**src/rtl/mipi_pkg.sv**
```systemverilog
// Shared definitions for the CSI-2 packet controller: FSM states, data type
// codes and CRC-16 constants.
package mipi_pkg;

    typedef enum logic [2:0] {
        ST_IDLE,
        ST_HDR1,
        ST_HDR2,
        ST_HDR3,
        ST_PAYLOAD,
        ST_CRC0,
        ST_CRC1,
        ST_DRAIN
    } state_t;

    // Short packet data types (synchronisation events)
    localparam logic [5:0] DT_FS       = 6'h00;
    localparam logic [5:0] DT_FE       = 6'h01;
    localparam logic [5:0] DT_LS       = 6'h02;
    localparam logic [5:0] DT_LE       = 6'h03;
    // Data types at or above this value carry a payload
    localparam logic [5:0] DT_LONG_MIN = 6'h10;

    // CRC-16 x^16+x^12+x^5+1; bits arrive LSB first, so the shift register
    // runs right-shifting with the bit-reversed polynomial.
    localparam logic [15:0] CRC_SEED     = 16'hFFFF;
    localparam logic [15:0] CRC_POLY     = 16'h1021;
    localparam logic [15:0] CRC_POLY_REV = 16'h8408;

endpackage

```
**src/rtl/mipi_crc16.sv**
```systemverilog
// Combinational single-byte CRC-16 update, byte bits consumed LSB first.
module mipi_crc16
    import mipi_pkg::*;
(
    input  logic [15:0] crc_in,
    input  logic [7:0]  byte_in,
    output logic [15:0] crc_out
);

    logic [15:0] crc_work;

    // Eight serial LFSR steps unrolled into one cycle
    always_comb begin
        crc_work = crc_in;
        for (int i = 0; i < 8; i++) begin
            if (crc_work[0] ^ byte_in[i]) begin
                crc_work = (crc_work >> 1) ^ CRC_POLY_REV;
            end else begin
                crc_work = crc_work >> 1;
            end
        end
        crc_out = crc_work;
    end

endmodule

```
**src/rtl/mipi_csi_pkt_ctrl.sv**
```systemverilog
// CSI-2 packet controller: parses one packet per HS burst from the aligned
// byte stream, forwards long-packet payload, decodes sync short packets and
// flags payload CRC and truncation errors.
module mipi_csi_pkt_ctrl
    import mipi_pkg::*;
#(
    parameter int CHECK_CRC  = 1,
    parameter int LINE_CNT_W = 12
) (
    input  logic                  clk,
    input  logic                  reset,
    input  logic                  we,
    input  logic [7:0]            data,
    output logic                  pix_we,
    output logic [7:0]            pix_data,
    output logic [1:0]            vc,
    output logic [5:0]            dt,
    output logic [15:0]           wc,
    output logic                  frame_start,
    output logic                  frame_end,
    output logic                  line_start,
    output logic                  line_end,
    output logic [LINE_CNT_W-1:0] line_count,
    output logic                  crc_err,
    output logic                  trunc_err
);

    localparam logic [LINE_CNT_W-1:0] LINE_ONE = {{(LINE_CNT_W-1){1'b0}}, 1'b1};

    state_t      state;
    logic [15:0] byte_cnt;
    logic [15:0] crc_reg;
    logic [15:0] crc_next;
    logic [7:0]  crc_lo;

    mipi_crc16 u_crc (
        .crc_in  (crc_reg),
        .byte_in (data),
        .crc_out (crc_next)
    );

    // Packet FSM with registered payload, event and error outputs
    always_ff @(posedge clk or posedge reset) begin
        if (reset) begin
            state       <= ST_IDLE;
            byte_cnt    <= '0;
            crc_reg     <= CRC_SEED;
            crc_lo      <= '0;
            pix_we      <= 1'b0;
            pix_data    <= '0;
            vc          <= '0;
            dt          <= '0;
            wc          <= '0;
            frame_start <= 1'b0;
            frame_end   <= 1'b0;
            line_start  <= 1'b0;
            line_end    <= 1'b0;
            line_count  <= '0;
            crc_err     <= 1'b0;
            trunc_err   <= 1'b0;
        end else begin
            pix_we      <= 1'b0;
            frame_start <= 1'b0;
            frame_end   <= 1'b0;
            line_start  <= 1'b0;
            line_end    <= 1'b0;
            crc_err     <= 1'b0;
            trunc_err   <= 1'b0;

            case (state)
                ST_IDLE: begin
                    if (we) begin
                        vc      <= data[7:6];
                        dt      <= data[5:0];
                        crc_reg <= CRC_SEED;
                        state   <= ST_HDR1;
                    end
                end

                ST_HDR1: begin
                    if (!we) begin
                        trunc_err <= 1'b1;
                        state     <= ST_IDLE;
                    end else begin
                        wc[7:0] <= data;
                        state   <= ST_HDR2;
                    end
                end

                ST_HDR2: begin
                    if (!we) begin
                        trunc_err <= 1'b1;
                        state     <= ST_IDLE;
                    end else begin
                        wc[15:8] <= data;
                        state    <= ST_HDR3;
                    end
                end

                // ECC byte is consumed unchecked; packet class decided here
                ST_HDR3: begin
                    if (!we) begin
                        trunc_err <= 1'b1;
                        state     <= ST_IDLE;
                    end else if (dt < DT_LONG_MIN) begin
                        case (dt)
                            DT_FS: begin
                                frame_start <= 1'b1;
                                line_count  <= '0;
                            end
                            DT_FE:   frame_end  <= 1'b1;
                            DT_LS:   line_start <= 1'b1;
                            DT_LE:   line_end   <= 1'b1;
                            default: ;
                        endcase
                        state <= ST_DRAIN;
                    end else if (wc != 16'd0) begin
                        byte_cnt <= wc;
                        state    <= ST_PAYLOAD;
                    end else begin
                        state <= ST_CRC0;
                    end
                end

                ST_PAYLOAD: begin
                    if (!we) begin
                        trunc_err <= 1'b1;
                        state     <= ST_IDLE;
                    end else begin
                        pix_we   <= 1'b1;
                        pix_data <= data;
                        crc_reg  <= crc_next;
                        byte_cnt <= byte_cnt - 16'd1;
                        if (byte_cnt == 16'd1) begin
                            state <= ST_CRC0;
                        end
                    end
                end

                ST_CRC0: begin
                    if (!we) begin
                        trunc_err <= 1'b1;
                        state     <= ST_IDLE;
                    end else begin
                        crc_lo <= data;
                        state  <= ST_CRC1;
                    end
                end

                ST_CRC1: begin
                    if (!we) begin
                        trunc_err <= 1'b1;
                        state     <= ST_IDLE;
                    end else begin
                        if ((CHECK_CRC != 0) && ({data, crc_lo} != crc_reg)) begin
                            crc_err <= 1'b1;
                        end
                        line_count <= line_count + LINE_ONE;
                        state      <= ST_DRAIN;
                    end
                end

                // Trailer bytes are dropped until the burst ends
                ST_DRAIN: begin
                    if (!we) begin
                        state <= ST_IDLE;
                    end
                end

                default: state <= ST_IDLE;
            endcase
        end
    end

endmodule
```
**config.mk**
```make
export PLATFORM = sky130hd
export DESIGN_NAME = mipi_csi_pkt_ctrl
export DESIGN_NICKNAME = d
export VERILOG_FILES = /design/src/rtl/mipi_pkg.sv /design/src/rtl/mipi_crc16.sv /design/src/rtl/mipi_csi_pkt_ctrl.sv
export SDC_FILE = /design/constraint.sdc
export NUM_CORES = 1
export LEC_CHECK = 0
export CAP_MARGIN = 20
export CORE_MARGIN = 2
export CORE_UTILIZATION = 50
export CTS_BUF_LIST = sky130_fd_sc_hd__clkbuf_8
export DETAILED_ROUTE_END_ITERATION = 6
export HOLD_SLACK_MARGIN = 0.02
export PLACE_DENSITY = 0.72
export SLEW_MARGIN = 5
export SYNTH_ARGS = -nofsm -noshare
export SYNTH_HDL_FRONTEND = slang
export SYNTH_SLANG_ARGS = --single-unit
```
**constraint.sdc**
```tcl
create_clock -name clk -period 3.65 [get_ports clk]
set_clock_uncertainty 0.15 [all_clocks]
set_input_delay 0.365 -clock clk [delete_from_list [all_inputs] [get_ports clk]]
set_output_delay 0.365 -clock clk [all_outputs]
set_load 0.05 [all_outputs]
```
# After elaboration in Yosys (flattened, before gate mapping)

Index checks and enable logic that the tools add are counted.

Register bits: 94
Bits in latches: 0
Memory bits (writable): 0
Bits in read-only memories: 0
Bits of input ports: 11
Output and inout bits: 51
Word-level logic and storage cells: 130
Memories kept: 0

Add/sub/neg operators: 2
$mul: 0
Divide/modulo/power cells: 0
Magnitude comparators: 1
Eq/ne operators: 22
Shift-type cells: 0
Mux-type cells: 56
Bitwise operators: 16
Reduce and logical (&&, ||, !) cells: 16

Operator list:

| operator              | number |
|---|---|
| $mux 16               | 14 |
| $pmux 16 s2           | 2 |
| $mux 12               | 4 |
| $mux 1                | 24 |
| $not 2->3             | 8 |
| $pmux 12 s2           | 1 |
| $pmux 3 s8            | 1 |
| $mux 3                | 7 |
| $eq 16x1->1 const B   | 1 |
| $ne 16x16->1          | 1 |
| $ne 2x2->1 const B    | 8 |
| $reduce_bool 16->1    | 1 |
| $sub 16x1->16 const B | 1 |
| $add 12x1->12 const B | 1 |
| $eq 3x3->1 const B    | 4 |
| $eq 6x2->1 const B    | 2 |
| $reduce_and 2->1      | 5 |
| $reduce_and 5->1      | 2 |
| $xor 1x1->1           | 8 |
| $eq 3x2->1 const B    | 2 |
| $eq 6x1->1 const B    | 1 |
| $logic_not 6->1       | 1 |
| $lt 6x5->1 const B    | 1 |
| $mux 2                | 3 |
| other kinds (7)       | 10 |

# Logic depth before layout (Yosys ltp)

Gate-level depths: netlist (run 1).

Depth in word-level cells: 18
Gate-level depth with buffers: 8
Mapped depth without buffers: 7

# Modules after synthesis

Synthesis (run 1) repeated with hierarchy kept, for this count alone.

Cell total of the unflattened synthesis: 447
Area total of the unflattened synthesis: 4824.6 µm²

By module, submodules not included:

| module            | times used | cells each | area an instance (µm²) |
|---|---|---|---|
| mipi_csi_pkt_ctrl | 1          | 422        | 4451.8 |
| mipi_crc16        | 1          | 25         | 372.9 |

# Worst setup path before layout (run 1)

OpenSTA, ideal clock, no wires.

Path type: reg-to-reg
Start: register dt[1]
End: register line_count[11]
Setup time: 77 ps
Data arrival time: 1886 ps
Data required time: 3423 ps
Path slack: 1537 ps
Stages on the path, launching flop included: 6
Buffers on the path: 0
Period minus slack after synthesis: 2113 ps
Path through: dfrtp_1 nor4_4 a31oi_4 or2_1 or3_1 a21oi_1

Cells in the longest elaborated chain, start to end: 3

Ends and longest elaborated chain:

| element                                            | line                                               | text |
|---|---|---|
| from (decl)                                        | mipi_csi_pkt_ctrl.sv:17                            | `output logic [5:0] dt,` |
| from (signal assigned)                             | mipi_csi_pkt_ctrl.sv:74                            | `dt <= data[5:0];` |
| $lt 6x5->1 or $logic_not 6->1 (tied branches)      | mipi_csi_pkt_ctrl.sv:105, mipi_csi_pkt_ctrl.sv:106 |  |
| $ne 2x2->1 (no line) or $ne 2x1->1 (tied branches) | n/a                                                |  |
| $reduce_and 5->1 (no line) (*)                     | n/a                                                |  |
| to (signal assigned)                               | mipi_csi_pkt_ctrl.sv:158                           | `line_count <= line_count + LINE_ONE;` |
| to (decl)                                          | mipi_csi_pkt_ctrl.sv:23                            | `output logic [LINE_CNT_W-1:0] line_count,` |

Mark *: on every way between the ends. The rest lies on a longest branch, timed or not.
A chain may end at the register's enable or synchronous reset.

# Final worst setup path (run 1)

Start: register state[1]
End: register byte_cnt[4]

Cells in the longest elaborated chain, start to end: 3

Ends and longest elaborated chain:

| element                                                   | line                     | text |
|---|---|---|
| from (decl)                                               | mipi_csi_pkt_ctrl.sv:30  | `state_t state;` |
| from (signal assigned)                                    | mipi_csi_pkt_ctrl.sv:45  | `state <= ST_IDLE;` |
| from (signal assigned)                                    | mipi_csi_pkt_ctrl.sv:76  | `state <= ST_HDR1;` |
| from (signal assigned)                                    | mipi_csi_pkt_ctrl.sv:83  | `state <= ST_IDLE;` |
| $eq 3x2->1 or $eq 3x3->1 (tied branches)                  | mipi_csi_pkt_ctrl.sv:70  | `case (state)` |
| $ne 2x2->1 (no line) or $reduce_bool 2->1 (tied branches) | n/a                      |  |
| $reduce_and 5->1 (no line)                                | n/a                      |  |
| to (signal assigned)                                      | mipi_csi_pkt_ctrl.sv:118 | `byte_cnt <= wc;` |
| to (signal assigned)                                      | mipi_csi_pkt_ctrl.sv:133 | `byte_cnt <= byte_cnt - 16'd1;` |
| to (decl)                                                 | mipi_csi_pkt_ctrl.sv:31  | `logic [15:0] byte_cnt;` |

Parallel ways exist; a longest one is shown, timed or not.

==> results of run 1 <==
-- power groups by stage --
| stage | clock network [mW] | logic [mW] | registers [mW] |
|---|---|---|---|
| 2_1_floorplan | 0 | 0.609 | 2.02 |
| 3_3_place_gp | 0 | 1.46 | 1.63 |
| 3_5_place_dp | 0 | 1.48 | 1.64 |
| 4_1_cts | 0.660 | 1.48 | 1.62 |
| 5_1_grt | 0.697 | 1.58 | 1.66 |
| 6_report | 0.642 | 1.48 | 1.62 |
-- layer usage --
metal	GRT usage	wire (um)
met1	0.296	4470
met3	0.0562	510
met2	0.346	5130
met5	0	0
met4	0.0674	167
-- metrics by stage --
stage	setup WS [ps]	total power, mW	utilization	hold WS (ps)
global route	582	3.94	0.608	302
floorplan	713	2.63	-	312
finish	941	3.74	0.608	254
detailed placement	963	3.11	0.587	344
CTS	930	3.76	0.607	265
global placement	970	3.08	0.587	336
-- area by class of cell --
cell class | count | area [um2] | share of cell area
Inverter | 7 | 27.5 | 0.00494
Multi-Input combinational cell | 303 | 2180 | 0.391
Clock buffer | 9 | 124 | 0.0222
Clock inverter | 7 | 56.3 | 0.0101
Sequential cell | 94 | 2370 | 0.426
Timing Repair Buffer | 68 | 671 | 0.120
Tap cell | 111 | 139 | 0.0249
-- layout by cell type, fill, tap and decap left out, types with 13 or more instances in the layout --
cell	count
xnor2_1	44
clkdlybuf4s50_1	61
nor3_1	13
mux2_2	41
dfrtp_1	78
nor2_1	42
o21ai_0	22
dfstp_2	16
a21oi_1	31
-- worst max path at each step --
stage                              to  cells after the start  slack [ps]
after floorplan           byte_cnt[0]                      1         710
after global placement    byte_cnt[4]                      6         970
after detailed placement  byte_cnt[4]                      6         960
after CTS                 byte_cnt[4]                      6         930
after global routing      byte_cnt[4]                      6         580
final                     byte_cnt[4]                      6         940
-- worst max-delay path, cell delays in order (launching register included) --
cell and delay, ps:
dfrtp_1 620, nor4b_1 370, nand4_1 250, o41ai_4 740
buf_4 280, a21oi_1 50, o22ai_1 180
-- logic make-up after synthesis --
logic type      count (synthesis)  share of synthesized area
xor+xnor                       49                     0.0918
simple gates                  129                      0.156
fa+ha+maj                       3                    0.00803
compound gates                 81                      0.109
mux                            41                     0.0987
buf+inv                        34                     0.0294
flops                          94                      0.507
==> results.md, run 1 <==
- Sw power: around 1.6 mW
- Logic gate share of total power: 0.395
- GRT overflow: 0
- CP endpoint kind: flip-flop
- Post-synth top cells: dfrtp_1, xnor2_1, nor2_1
- CP required: 3790 ps
- Most area-hungry cell type in the Yosys netlist: dfrtp_1
- Avg Inst Size Synth: 10.9 um2
- Worst Reg-to-Reg Cells: 6
- CP arrival: ~2900 ps
- Post-synth cell types: 54
- Final net count: between 400 and 500
- Dpl cell area: roughly 0.0054 mm2
- HP Class: input pin to async pin
- Main synth FF type: dfrtp_1
- P_int: roughly 2.2 mW
- Die Y: about 100 um
- First-pass GRT wire length: roughly 17000 um
- Top cells by area, synth: dfrtp_1, mux2_2, dfstp_2, xnor2_1, nor2_1
- Critical path origin: state[1]
- Cell count after synthesis: 431
- Post-CTS Repair Setup Buffers: 0
- Element type at the critical path start: flip-flop
- Async set-reset flop share out of synthesis: 1.00
- ANT cells: 0
- Worst Max-Slew Pin Slew: ~860 ps
- WL per Instance: ~17 um
- Flop2flop setup slack: ~940 ps
- Worst-path clk slew: about 100 ps
- Initial antenna violation count: 0
- Post-CTS sizing: 0
- Deepest clock path buffer count: 2
- Vias in the first global route: around 3.4k
- Warnings from Yosys: 0
- Final Setup Violations: 0
- #FFs+latches synth: 94
- CTS sink cnt: between 90 and 100
- Worst skew pair latency: roughly 360 ps
- Final Hold Viols: 0
- Vias/cell: between 5 and 6
- Final WL: 10300 um
- Status: finished, final reports clean
- CTS buffer count: 9
- Routed Antenna Nets: 0
- Crit Reg-Reg Endpoint: byte_cnt[4]
- Die outline width: between 100 and 150 um
- H-Tree Depth: 3
- Setup_tns: 0 ps
- Non-filler cells, final: 599
- Core area: around 0.009 mm2
- Max_slew headroom: 0.427
- Number of port buffers: 61
- LEAKAGE: 2.26 nW
- Synth top area share: 0.417
- Initial core utilization: 0.511
- Min Tclk post-route: 2710 ps
- Io pins: 62
- Area delta synth->final: 19.0%
- Crit path max fanout: 19
- Switching Fraction: 0.422
- Drt drc: 0
- Die ar.: between 0.01 and 0.015 mm2
- Achievable Freq: ~0.37 GHz
- Post-synth EDFFs: 0
- DRT Pass-1 Iters: 4
- Synth Cell Area: approximately 0.0047 mm2
- Fin area: 0.00557 mm2
- Routability cong.: 0.810
- Reg-to-Reg Start: state[1]
- Final period util: 0.742
- Seq/Total Area, Yosys: 0.507
- Syn_nets: 445
- Share of layout cells above drive strength 1: 0.195
- Placed Cells: 582
- Hpwl dp: slightly above 7000 um
- Num rows: 35
- Drt initial violations: between 150 and 200
- Critical path class: flip-flop to flip-flop
- P per Cell Area: roughly 670 mW/mm2
- Max Cap Viol: 0
- Largest net degree at the start of global routing: roughly 40
- VDD IR-drop max: about 0.32 mV
- CTS tree: yes
- Vias: between 3k and 4k
- RSZ-0062 raised after global routing: no
- Hold buffer count at CTS: 0
- Total GRT Usage: 0.218
- Fin. max-slew vios: 0
- Root buffer cell: clkbuf_8
- Clock network power share: 0.172
- Register share of total power: 0.433
- Count leader, synth: dfrtp_1
- Layout fillers: about 760
Power figures use the tool's default switching activity.
==> run 2: changes to the inputs <==
Clock period 3.65 ns to 2.7 ns, I/O delays scaled along.
==> run 2 against run 1 <==
  * Combinational power rose by 36%
  * Non-clock buffer count rose by 13
  * First-iteration DRC count rose by 6.3%
  * Critical path type unchanged
  * Critical endpoint unchanged
  * Largest power group unchanged
==> results.md, run 2 (synthesis results as in run 1) <==
- Status: finished, final reports clean
- Fin util: 0.620 (+0.0112)
- Routability cong.: 0.842 (+3.9%)
- Most frequent cells in the layout: dfrtp_1, clkdlybuf4s50_1, xnor2_1, nor2_1, mux2_2
- P per Cell Area: 901 mW/mm2 (+34%)
- HP Class: input pin to async pin
- Routed Antenna Nets: 0 (unchanged)
- Fin area: 0.00567 mm2 (+1.8%)
- CTS tree: yes
- Hold buffer count at CTS: 0 (unchanged)
- Deepest clock path buffer count: 2 (unchanged)
- Max Cap Viol: 0 (unchanged)
- CP required: 2850 ps (-940 ps)
- Final Setup Violations: 0 (unchanged)
- Vias/cell: 5.66 (-1.5%)
- Final period util: 0.870 (+0.128)
- DRT Pass-1 Iters: 4 (unchanged)
- Reg-to-Reg Start: wc[0]
- Commonest non-fill, non-tap cell in the layout: dfrtp_1
- Worst Reg-to-Reg Cells: 7 (+1)
- Critical path origin: wc[0]
- H-Tree Depth: 3 (unchanged)
- Final WS setup: 350 ps (-591 ps)
- CP arrival: 2500 ps (-350 ps)
- VDD IR-drop max: 0.515 mV (+60%)
- Drt drc: 0 (unchanged)
- Share of layout cells above drive strength 1: 0.216 (+0.0209)
- Element type at the critical path start: flip-flop
- CTS buffer count: 9 (unchanged)
- Largest net degree at the start of global routing: 36 (-12%)
- Fin. max-slew vios: 0 (unchanged)
- Area delta synth->final: 21.2%
- Initial core utilization: 0.511 (unchanged)
- CTS sink cnt: 94 (unchanged)
- Worst skew pair latency: 370 ps (about the same)
- Vias in the first global route: 3402 (-0.85%)
- Total GRT Usage: 0.221 (+0.00263)
- ANT cells: 0 (unchanged)
- WL per Instance: 17.2 um (+0.17%)
- Setup_tns: 0 ps (unchanged)
- Place WS: 393 ps (-570 ps)
- Final Hold Viols: 0 (unchanged)
- Final net count: 510 (+2.6%)
- Die Y: 101 um (unchanged)
- Number of port buffers: 61 (unchanged)
- Post-CTS sizing: 0 (unchanged)
- Die ar.: 0.0101 mm2 (unchanged)
- Root buffer cell: clkbuf_8
- Final WL: 10500 um (+2.3%)
- Die outline width: 101 um (unchanged)
- Num rows: 35 (unchanged)
- CP endpoint kind: flip-flop
- Drt initial violations: 204 (+6.3%)
- Max_slew headroom: 0.641 (+0.214)
- Min Tclk post-route: 2350 ps (-359 ps)
- First-pass GRT wire length: 17400 um (-0.16%)
- Critical path class: flip-flop to flip-flop
- Dpl cell area: 0.00548 mm2 (+2.0%)
- Worst Max-Slew Pin Slew: 536 ps (-321 ps)
- Initial antenna violation count: 0 (unchanged)
- Io pins: 62 (unchanged)
- LEAKAGE: 2.31 nW (+2.4%)
- Crit path max fanout: 19 (unchanged)
- Achievable Freq: 0.425 GHz (+15%)
- Worst-path clk slew: 110 ps (about the same)
- Vias: 3462 (+0.64%)
- Core area: 0.00915 mm2 (unchanged)
- GRT overflow: 0 (unchanged)
- Post-CTS Repair Setup Buffers: 0 (unchanged)
- RSZ-0062 raised after global routing: no
- Hpwl dp: 7520 um (+4.9%)
- Flop2flop setup slack: 350 ps (-590 ps)
-- run 2: path summary, 6_finish.rpt --
kind | endpoint
worst max register to register | byte_cnt[4]
worst min register to register | pix_data[1]
worst max-delay path | byte_cnt[4]
min in group clk | pix_data[1]
max in group asynchronous | crc_reg[10]
worst min-delay path | byte_cnt[3]
-- run 2: routing by layer --
| layer | track usage | vias up | wire (um) |
|---|---|---|---|
| met2 | 0.359 | 79 | 5180 |
| met5 | 0 | - | 0 |
| met1 | 0.302 | 1719 | 4790 |
| li1 | - | 1652 | - |
| met3 | 0.0374 | 12 | 419 |
| met4 | 0.0717 | 0 | 131 |
-- run 2: report_power, final --
| group | internal (mW) | switching [mW] |
|---|---|---|
| logic | 0.812 | 1.20 |
| clock network | 0.357 | 0.558 |
| registers | 1.78 | 0.403 |
-- run 2: cell type report --
class                      instances  area, um2
inverter                           7       30.0
clock buffer                       9        124
tap                              111        139
multi-input combinational        303       2180
sequential                        94       2370
timing repair buffer              81        761
clock inverter                     7       66.3
fill                             741       3480
-- run 2: worst max-delay path: stages (launching register included) --
cell and delay (ps):
dfrtp_1 440, nor4b_1 470, nand4_1 290, o41ai_4 250
buf_4 250, buf_4 210, a21oi_1 60, o22ai_1 150
-- run 2: metrics by stage --
| stage | total power, mW | instances | hold WS [ps] |
|---|---|---|---|
| 6_report | 5.11 | 612 | 207 |
| 5_1_grt | 5.40 | 612 | 240 |
| 4_1_cts | 5.14 | 612 | 217 |
| 3_5_place_dp | 4.23 | 596 | 344 |
| 3_3_place_gp | 4.19 | 596 | 338 |
| 2_1_floorplan | 3.55 | 431 | 312 |
